File: src/rtl/branch_predict_unit.sv
// Dynamic branch predictor: IF-stage BHT/BTB lookup, EX-stage misprediction
// resolution with PC redirect and pipeline flush, table training and
// resolved/mispredicted statistics.
module branch_predict_unit #(
  parameter int unsigned XLEN        = 32,
  parameter int unsigned BHT_ENTRIES = 64,
  parameter int unsigned CNT_BITS    = 2,
  parameter int unsigned BTB_ENTRIES = 16,
  parameter int unsigned TAG_W       = 10
) (
  input  logic            clk,
  input  logic            rst,
  input  logic [XLEN-1:0] pc_IF,
  output logic            pred_taken_IF,
  output logic [XLEN-1:0] pred_target_IF,
  input  logic [6:0]      op_ex,
  input  logic            stall_EX,
  input  logic [XLEN-1:0] pc_EX,
  input  logic            taken_EX,
  input  logic [XLEN-1:0] target_EX,
  input  logic            pred_taken_EX,
  input  logic [XLEN-1:0] pred_target_EX,
  output logic            comp_o,
  output logic            flush_IF_ID,
  output logic            flush_ID_EX,
  output logic [XLEN-1:0] PC_jump_EX,
  output logic [31:0]     br_count,
  output logic [31:0]     mispred_count
);

  localparam int unsigned BHT_IDX = $clog2(BHT_ENTRIES);
  localparam int unsigned BTB_IDX = $clog2(BTB_ENTRIES);
  localparam logic [CNT_BITS-1:0] CNT_WNT = CNT_BITS'((1 << (CNT_BITS - 1)) - 1);
  localparam logic [CNT_BITS-1:0] CNT_MAX = '1;
  localparam logic [6:0] OP_JAL  = 7'b1101111;
  localparam logic [6:0] OP_JALR = 7'b1100111;

  logic [CNT_BITS-1:0] bht        [BHT_ENTRIES];
  logic                btb_valid  [BTB_ENTRIES];
  logic [TAG_W-1:0]    btb_tag    [BTB_ENTRIES];
  logic [XLEN-1:0]     btb_target [BTB_ENTRIES];

  logic [BHT_IDX-1:0] if_bht_idx, ex_bht_idx;
  logic [BTB_IDX-1:0] if_btb_idx, ex_btb_idx;
  logic [TAG_W-1:0]   if_tag, ex_tag;
  logic               if_hit;
  logic               res, act_taken, mismatch;
  logic [CNT_BITS-1:0] ex_cnt;

  assign if_bht_idx = pc_IF[BHT_IDX+1:2];
  assign if_btb_idx = pc_IF[BTB_IDX+1:2];
  assign if_tag     = pc_IF[TAG_W+BTB_IDX+1:BTB_IDX+2];
  assign ex_bht_idx = pc_EX[BHT_IDX+1:2];
  assign ex_btb_idx = pc_EX[BTB_IDX+1:2];
  assign ex_tag     = pc_EX[TAG_W+BTB_IDX+1:BTB_IDX+2];
  assign ex_cnt     = bht[ex_bht_idx];

  // IF-stage lookup: reads the registered tables, so a same-cycle update is not yet visible
  always_comb begin
    if_hit         = btb_valid[if_btb_idx] && (btb_tag[if_btb_idx] == if_tag);
    pred_taken_IF  = !rst && if_hit && bht[if_bht_idx][CNT_BITS-1];
    pred_target_IF = pred_taken_IF ? btb_target[if_btb_idx] : pc_IF + XLEN'(4);
  end

  // EX-stage resolution: direction/target compare and redirect
  always_comb begin
    act_taken   = taken_EX || (op_ex == OP_JAL) || (op_ex == OP_JALR);
    res         = (op_ex[6:4] == 3'b110) && !stall_EX && !rst;
    mismatch    = (pred_taken_EX != act_taken) ||
                  (act_taken && (pred_target_EX != target_EX));
    comp_o      = res && mismatch;
    flush_IF_ID = comp_o;
    flush_ID_EX = comp_o;
    PC_jump_EX  = (act_taken && !rst) ? target_EX : pc_EX + XLEN'(4);
  end

  // Table training and statistics; reset wins over any update pending that cycle
  always_ff @(posedge clk) begin
    if (rst) begin
      for (int unsigned i = 0; i < BHT_ENTRIES; i++) bht[i] <= CNT_WNT;
      for (int unsigned i = 0; i < BTB_ENTRIES; i++) btb_valid[i] <= 1'b0;
      br_count      <= '0;
      mispred_count <= '0;
    end else if (res) begin
      if (act_taken) begin
        if (ex_cnt != CNT_MAX) bht[ex_bht_idx] <= ex_cnt + CNT_BITS'(1);
        btb_valid[ex_btb_idx]  <= 1'b1;
        btb_tag[ex_btb_idx]    <= ex_tag;
        btb_target[ex_btb_idx] <= target_EX;
      end else if (ex_cnt != '0) begin
        bht[ex_bht_idx] <= ex_cnt - CNT_BITS'(1);
      end
      if (br_count != '1) br_count <= br_count + 32'd1;
      if (comp_o && (mispred_count != '1)) mispred_count <= mispred_count + 32'd1;
    end
  end

endmodule

File: config.mk
export PLATFORM = sky130hd
export DESIGN_NAME = branch_predict_unit
export DESIGN_NICKNAME = d
export VERILOG_FILES = /design/src/rtl/branch_predict_unit.sv
export SDC_FILE = /design/constraint.sdc
export NUM_CORES = 1
export LEC_CHECK = 0
export CORE_MARGIN = 3
export CORE_UTILIZATION = 50
export CTS_BUF_LIST = sky130_fd_sc_hd__clkbuf_16
export DETAILED_ROUTE_END_ITERATION = 16
export PLACE_DENSITY = 0.72
export SYNTH_ARGS = -nofsm -noshare
export SYNTH_HDL_FRONTEND = slang
export SYNTH_SLANG_ARGS = --single-unit
File: constraint.sdc
create_clock -name clk -period 3.4 [get_ports clk]
set_clock_uncertainty 0.1 [all_clocks]
set_input_delay 0.34 -clock clk [delete_from_list [all_inputs] [get_ports clk]]
set_output_delay 0.34 -clock clk [all_outputs]
set_load 0.02 [all_outputs]
Word-level counts from Yosys, hierarchy flattened
Memories as Yosys holds them, arrays and structs flattened.
Index checks and enable logic that the tools add are counted.
Widths: inputs -> output; s select.
{ "totals": {"reg_bits": 64, "in_bits": 140, "out_inout_bits": 132, "mem_bits_rw": 816, "memories": 4, "elab_cells": 66} }
{ "op_classes": {"eq_ne": 9, "reduce_logical": 19, "bitwise_logic": 1, "add_sub_neg": 6, "mux": 25} }
{ "memory_table": {"columns": ["memory", "words", "word_bits", "read_ports", "rd_ports_with_merged_regs", "write_ports", "line_no", "source"], "rows": [
  ["btb_target", 16, 32, 1, 0, 1, "41", "logic [XLEN-1:0] btb_target [BTB_ENTRIES];"],
  ["btb_tag", 16, 10, 1, 0, 1, "40", "logic [TAG_W-1:0] btb_tag [BTB_ENTRIES];"],
  ["bht", 64, 2, 2, 0, 64, "38", "logic [CNT_BITS-1:0] bht [BHT_ENTRIES];"],
  ["btb_valid", 16, 1, 1, 0, 16, "39", "logic btb_valid [BTB_ENTRIES];"]
]} }
{ "op_table": {"columns": ["operator", "n"], "rows": [
  ["$add 32x1->32 const B", 2],
  ["$add 32x3->32 const B", 2],
  ["$mux 32", 2],
  ["$ne 32x32->1 const B", 2],
  ["$ne 32x32->1", 1],
  ["$mux 1", 19],
  ["$eq 7x7->1 const B", 2],
  ["$eq 10x10->1", 1],
  ["$logic_and 1x1->1", 9],
  ["$mux 6", 1],
  ["$mux 2", 2],
  ["$mux 4", 1],
  ["$reduce_and 2->1", 2],
  ["$eq 3x3->1 const B", 1],
  ["$logic_or 1x1->1", 3],
  ["$add 2x1->2 const B", 1],
  ["$logic_not 1->1", 2],
  ["$ne 2x2->1 const B", 1],
  ["$reduce_bool 2->1", 1],
  ["$reduce_or 2->1", 1],
  ["$sub 2x1->2 const B", 1],
  ["$ne 1x1->1", 1],
  ["$or 1x1->1", 1],
  ["$reduce_or 1->1", 1]
]} }

Logic depth before layout (Yosys ltp)
{ "logic_depth": {"word_depth": 10, "mapped_depth": 14, "ltp_nobuf": 9} }

Worst setup path before layout
Ideal clock, no wire load.
{ "synth_path": {"path_type": "input port to output port", "start": "in pc_IF[3]", "end": "out pred_target_IF[2]", "cell_stages": 11, "path_buffers": 3, "t_required_ns": 2.960, "path_slack_ns": -0.052, "arrival_time_ns": 3.012, "cell_sequence": "buf_6 mux4_2 mux2i_4 a2bb2oi_2 o211ai_2 a2111oi_4 o21bai_1 or4_1 buf_6 buf_12 mux2i_1"} }
{ "synth_between": {"elab_chain_cells": 6, "elab_cells_between_ends": 9, "cone_classes": "eq/ne: 1; mux: 1; reduce/logical: 3; memory: 4"} }
{ "synth_lines": {"columns": ["element", "line_no", "source"], "rows": [
  ["start: declaration", "13", "input logic [XLEN-1:0] pc_IF,"],
  ["$mem_v2 16x10", null, null],
  ["$eq 10x10->1", "60", "if_hit = btb_valid[if_btb_idx] && (btb_tag[if_btb_idx] == if_tag);"],
  ["$logic_and 1x1->1", "60", null],
  ["$logic_and 1x1->1 (2 in a row)", "61", "pred_taken_IF = !rst && if_hit && bht[if_bht_idx][CNT_BITS-1];"],
  ["$mux 32 *", "62", "pred_target_IF = pred_taken_IF ? btb_target[if_btb_idx] : pc_IF + XLEN'(4);"],
  ["end: declaration", "15", "output logic [XLEN-1:0] pred_target_IF,"]
]} }
Every way passes the cells marked *; elsewhere a longest branch is shown, timed or not.

Worst setup path after layout
{ "layout_path": {"start": "mem btb_tag[6][6]", "end": "out pred_target_IF[11]"} }
{ "layout_between": {"elab_chain_cells": 6} }
{ "layout_lines": {"columns": ["element", "line_no"], "rows": [
  ["start: declaration", "40"],
  ["$mem_v2 16x10", null],
  ["$eq 10x10->1", "60"],
  ["$logic_and 1x1->1", "60"],
  ["$logic_and 1x1->1 (2 in a row)", "61"],
  ["$mux 32", "62"]
]} }
Every way passes these cells.

==> results.txt <==
----------------------------------------------------
[Floorplanning]
  Area of the die ... 81,700 um^2
  Vert. Die Dim ... 286 um
  Rows ... between 100 and 150
  Core region area ... between 70,000 and 80,000 um^2
  DIE WIDTH ... about 290 um
  Initial core utilization ... about half
  I/O pins ... between 200 and 300

[Setup path]
  CP Cell Sequence ... mux4_2 > mux4_2 > xnor2_2 > buf_4 > nand3_2 > or4_4 > buf_12 > buf_16 > mux2_4 > buf_6
  Highest-delay cell along the critical path ... or4_4
  Buffers and inverters on the worst path ... 4
  Setup crit end kind ... primary output
  Worst endpoint data arrival time ... about 3.8 ns
  Startpoint class of the critical path ... register
  Data required time of the critical path ... 2.96 ns
  Max incr delay on CP ... between 0.5 and 0.6 ns
  Largest delay contributor family on the critical path ... multiplexers
  Most numerous cell on the critical path ... mux4_2
  Kind of critical path ... register to primary output
  Worst Path Max Fanout ... 8

[Route]
  DR DRC count ... 0
  Antenna-violating nets left ... 0
  Wl on met1 ... roughly 43 mm
  Met2 wire len ... a little under 60 mm
  Met3 Wirelength ... around 12 mm
  Initial DRC Count ... 2,942
  Number of search-and-repair iterations in the first detailed-routing pass ... 6
  Max layer used ... met5
  Total Routed Length ... around 120 mm
  Routed vias ... about 27,000
  Vias per inst ... ~6.4
  Per-cell routed wire length ... between 20 and 30 um

[STA]
  Final setup TNS ... -24.71 ns
  Final count of hold timing violations ... 0
  Final worst-path cycle share ... 123%
  Final worst setup slack ... -0.790 ns
  Clock period minus final worst setup slack ... about 4.2 ns
  Number of endpoints failing setup at the final stage ... 33
  Worst-Margin Slew ... roughly 0.97 ns
  Slew Limit Fails ... 0
  Highest clock frequency the design can meet ... ~240 MHz
  RSZ-0062 raised after global routing ... yes
  Post-Route Hold Slack ... around 0.19 ns
  Max-Slew Margin vs Limit ... a little over a third

[Layout]
  Nets@finish ... around 3,200
  Area growth from synthesis to layout ... 27.2%
  Final standard cell utilization of the core ... around two thirds
  Register Area ... ~26,000 um^2
  Share of layout cells above drive strength 1 ... between 30% and 40%
  Area of the multi-input gates ... approximately 13,000 um^2
  Final-layout fill cell count ... 5,299

[Clocking]
  Clock buffer count from CTS ... between 80 and 90
  Number of clock sinks seen by CTS ... just under 900
  TritonCTS clock tree ... yes
  CTS H-Tree Depth ... 3
  Clock Root Buffer ... clkbuf_16
  Later-pin clock latency in the skew report ... 0.65 ns
  Number of hold-repair buffers added at the cts stage ... 0
  Clock tree buffer depth ... 3
  Post-CTS clock slew at the launch and capture registers of the worst setup and hold paths ... 0.06 ns

[Global route]
  Wire length of the first global-routing pass ... about 180 mm
  Initial antenna violation count ... 2
  Global-route usage over all layers ... a little under 30%
  Pin count of the biggest net entering global routing ... between 90 and 100
  Number of global-route vias before repair ... between 20,000 and 30,000
  Total overflow reported by the global router ... 0

[Yosys]
  Synth warn ... 0
  Number of library cell types mapped by synthesis ... 77
  Number of enable-type register cells in the synthesized netlist ... 800
  Fraction of synthesis flops using an asynchronous set or reset pin ... 0%
  Share of the synthesized area in the top cell type ... about three fifths
  Commonest cells post-synth ... 800 x edfxtp_1, 214 x mux4_2, 110 x clkbuf_1
  Mean Syn Cell Area ... 16.1 um^2
  Flip-flop and latch count after synthesis ... just under 900
  Syn Std Cell Area ... just under 40,000 um^2
  Post-synthesis cell count ... 2,433
  Part of the Yosys area used for sequential elements ... approximately two thirds
  Cell with the most instances after synthesis ... edfxtp_1
  Top cells by area in the synthesized netlist ... edfxtp_1 61%, mux4_2 12%, dfxtp_1 4.1%
  Post-synth net total ... roughly 2,600
  Yosys top cell by area ... edfxtp_1
  Top_reg_cell synth ... edfxtp_1

[Power and ir drop]
  Static leakage power ... approximately 17 nW
  Worst vdd rail ir drop ... around 0.00044 V
  Power, Total ... 23.9 mW
  Pwr/cell area ... about 480 nW/um^2

[Flow run]
  Max-Cap Viols ... 0

[Place]
  Post-detailed-placement half-perimeter wirelength ... ~78 mm
  Number of I/O port buffers ... 270
  Placer Congestion ... about 0.95

[Min path]
  Min-delay worst type ... input port to register

[Run status]
  Violations in the final reports ... setup timing
  Run status ... finished with violations

----------------------------------------------------
through the flow:
stage                     setup slack [ns]  instance area (um^2)  std cells
after floorplan                    0.00295                 39200       2433
after global placement               -1.04                 46200       3981
after detailed placement             -1.04                 46200       3981
after CTS                           -0.815                 49500       4155
after global routing                -0.879                 49800       4157
final                               -0.790                 49800       4157
state kept, by name (all words and copies together), names as in the netlist:
signal         count
bht              128
br_count          32
btb_tag          160
btb_target       512
btb_valid         16
mispred_count     32
metal layers:
metal | vias to the layer above | GRT usage, %
met5 | - | 0
met3 | 300 | 5.46
met4 | 2 | 11.0
met2 | 1625 | 48.7
met1 | 13430 | 37.6
li1 | 11148 | -
tightest hold or removal path, delay by kind of cell:
family / cells / cell delay (ns)
buffers and inverters: 2 / 0.42
AND/OR/NAND/NOR: 1 / 0.12
placed cells by master (no fill, tap or decap), drive strengths merged, types with 17 or more instances in the layout:
cell	instances
nor2	87
nor4	86
nand4	102
a21oi	31
xnor2	47
xor2	87
and2	29
nand3b	18
clkdlybuf4s50	211
mux2	48
and3	21
o41ai	42
a21o	17
dfxtp	80
mux2i	28
clkinv	37
a221oi	23
nand2	99
mux4	217
nand3	86
inv	34
nor3	32
or3	18
o21ai	74
clkbuf	92
edfxtp	800
buf	496
worst paths after layout:
kind	startpoint	to	slack [ns]	depth (start not counted)
min reg2reg	btb_valid[8]$_DFF_P_	btb_valid[8]$_DFF_P_	0.36	1
min	rst	mispred_count[7]$_SDFFE_PP0P_	0.19	3
max	btb_tag[6][6]$_DFFE_PP_	pred_target_IF[11]	-0.79	10
max reg2reg	bht[33][1]$_SDFFCE_PN0P_	bht[4][0]$_SDFFCE_PN1P_	0.10	11
where the power goes:
part           internal (mW)  total, mW  switching (mW)
clock network           5.43       9.64            4.21
logic                   1.08       2.39            1.31
registers               11.8       11.9          0.0338
layout make-up:
cell class | count | share of cell area [%]
repair buffers | 721 | 13.7
flip-flops and latches | 880 | 51.4
clock buffers | 89 | 4.47
well taps | 1030 | 2.59
multi-input cells | 1346 | 26.4
inverters | 15 | 0.113
clock inverters | 75 | 1.35
diodes | 1 | 0.00502
timing repair:
action,4_1_cts,5_1_grt
hold endpoints to repair,0,0
buffers inserted,8,1
setup endpoints to repair,127,153
pin swaps,10,5
gates cloned,3,0
resized for setup,266,64
cell families after synthesis:
family	after synthesis	synth area share, %
AO/OA/AOI/OAI	270	4.91
AND/OR/NAND/NOR	642	8.99
XOR/XNOR	134	3.02
multiplexers	293	14.9
buffers and inverters	207	2.49
flip-flops	880	65.5
adder cells (fa/ha/maj)	7	0.224
Power figures use the tool's default switching activity.
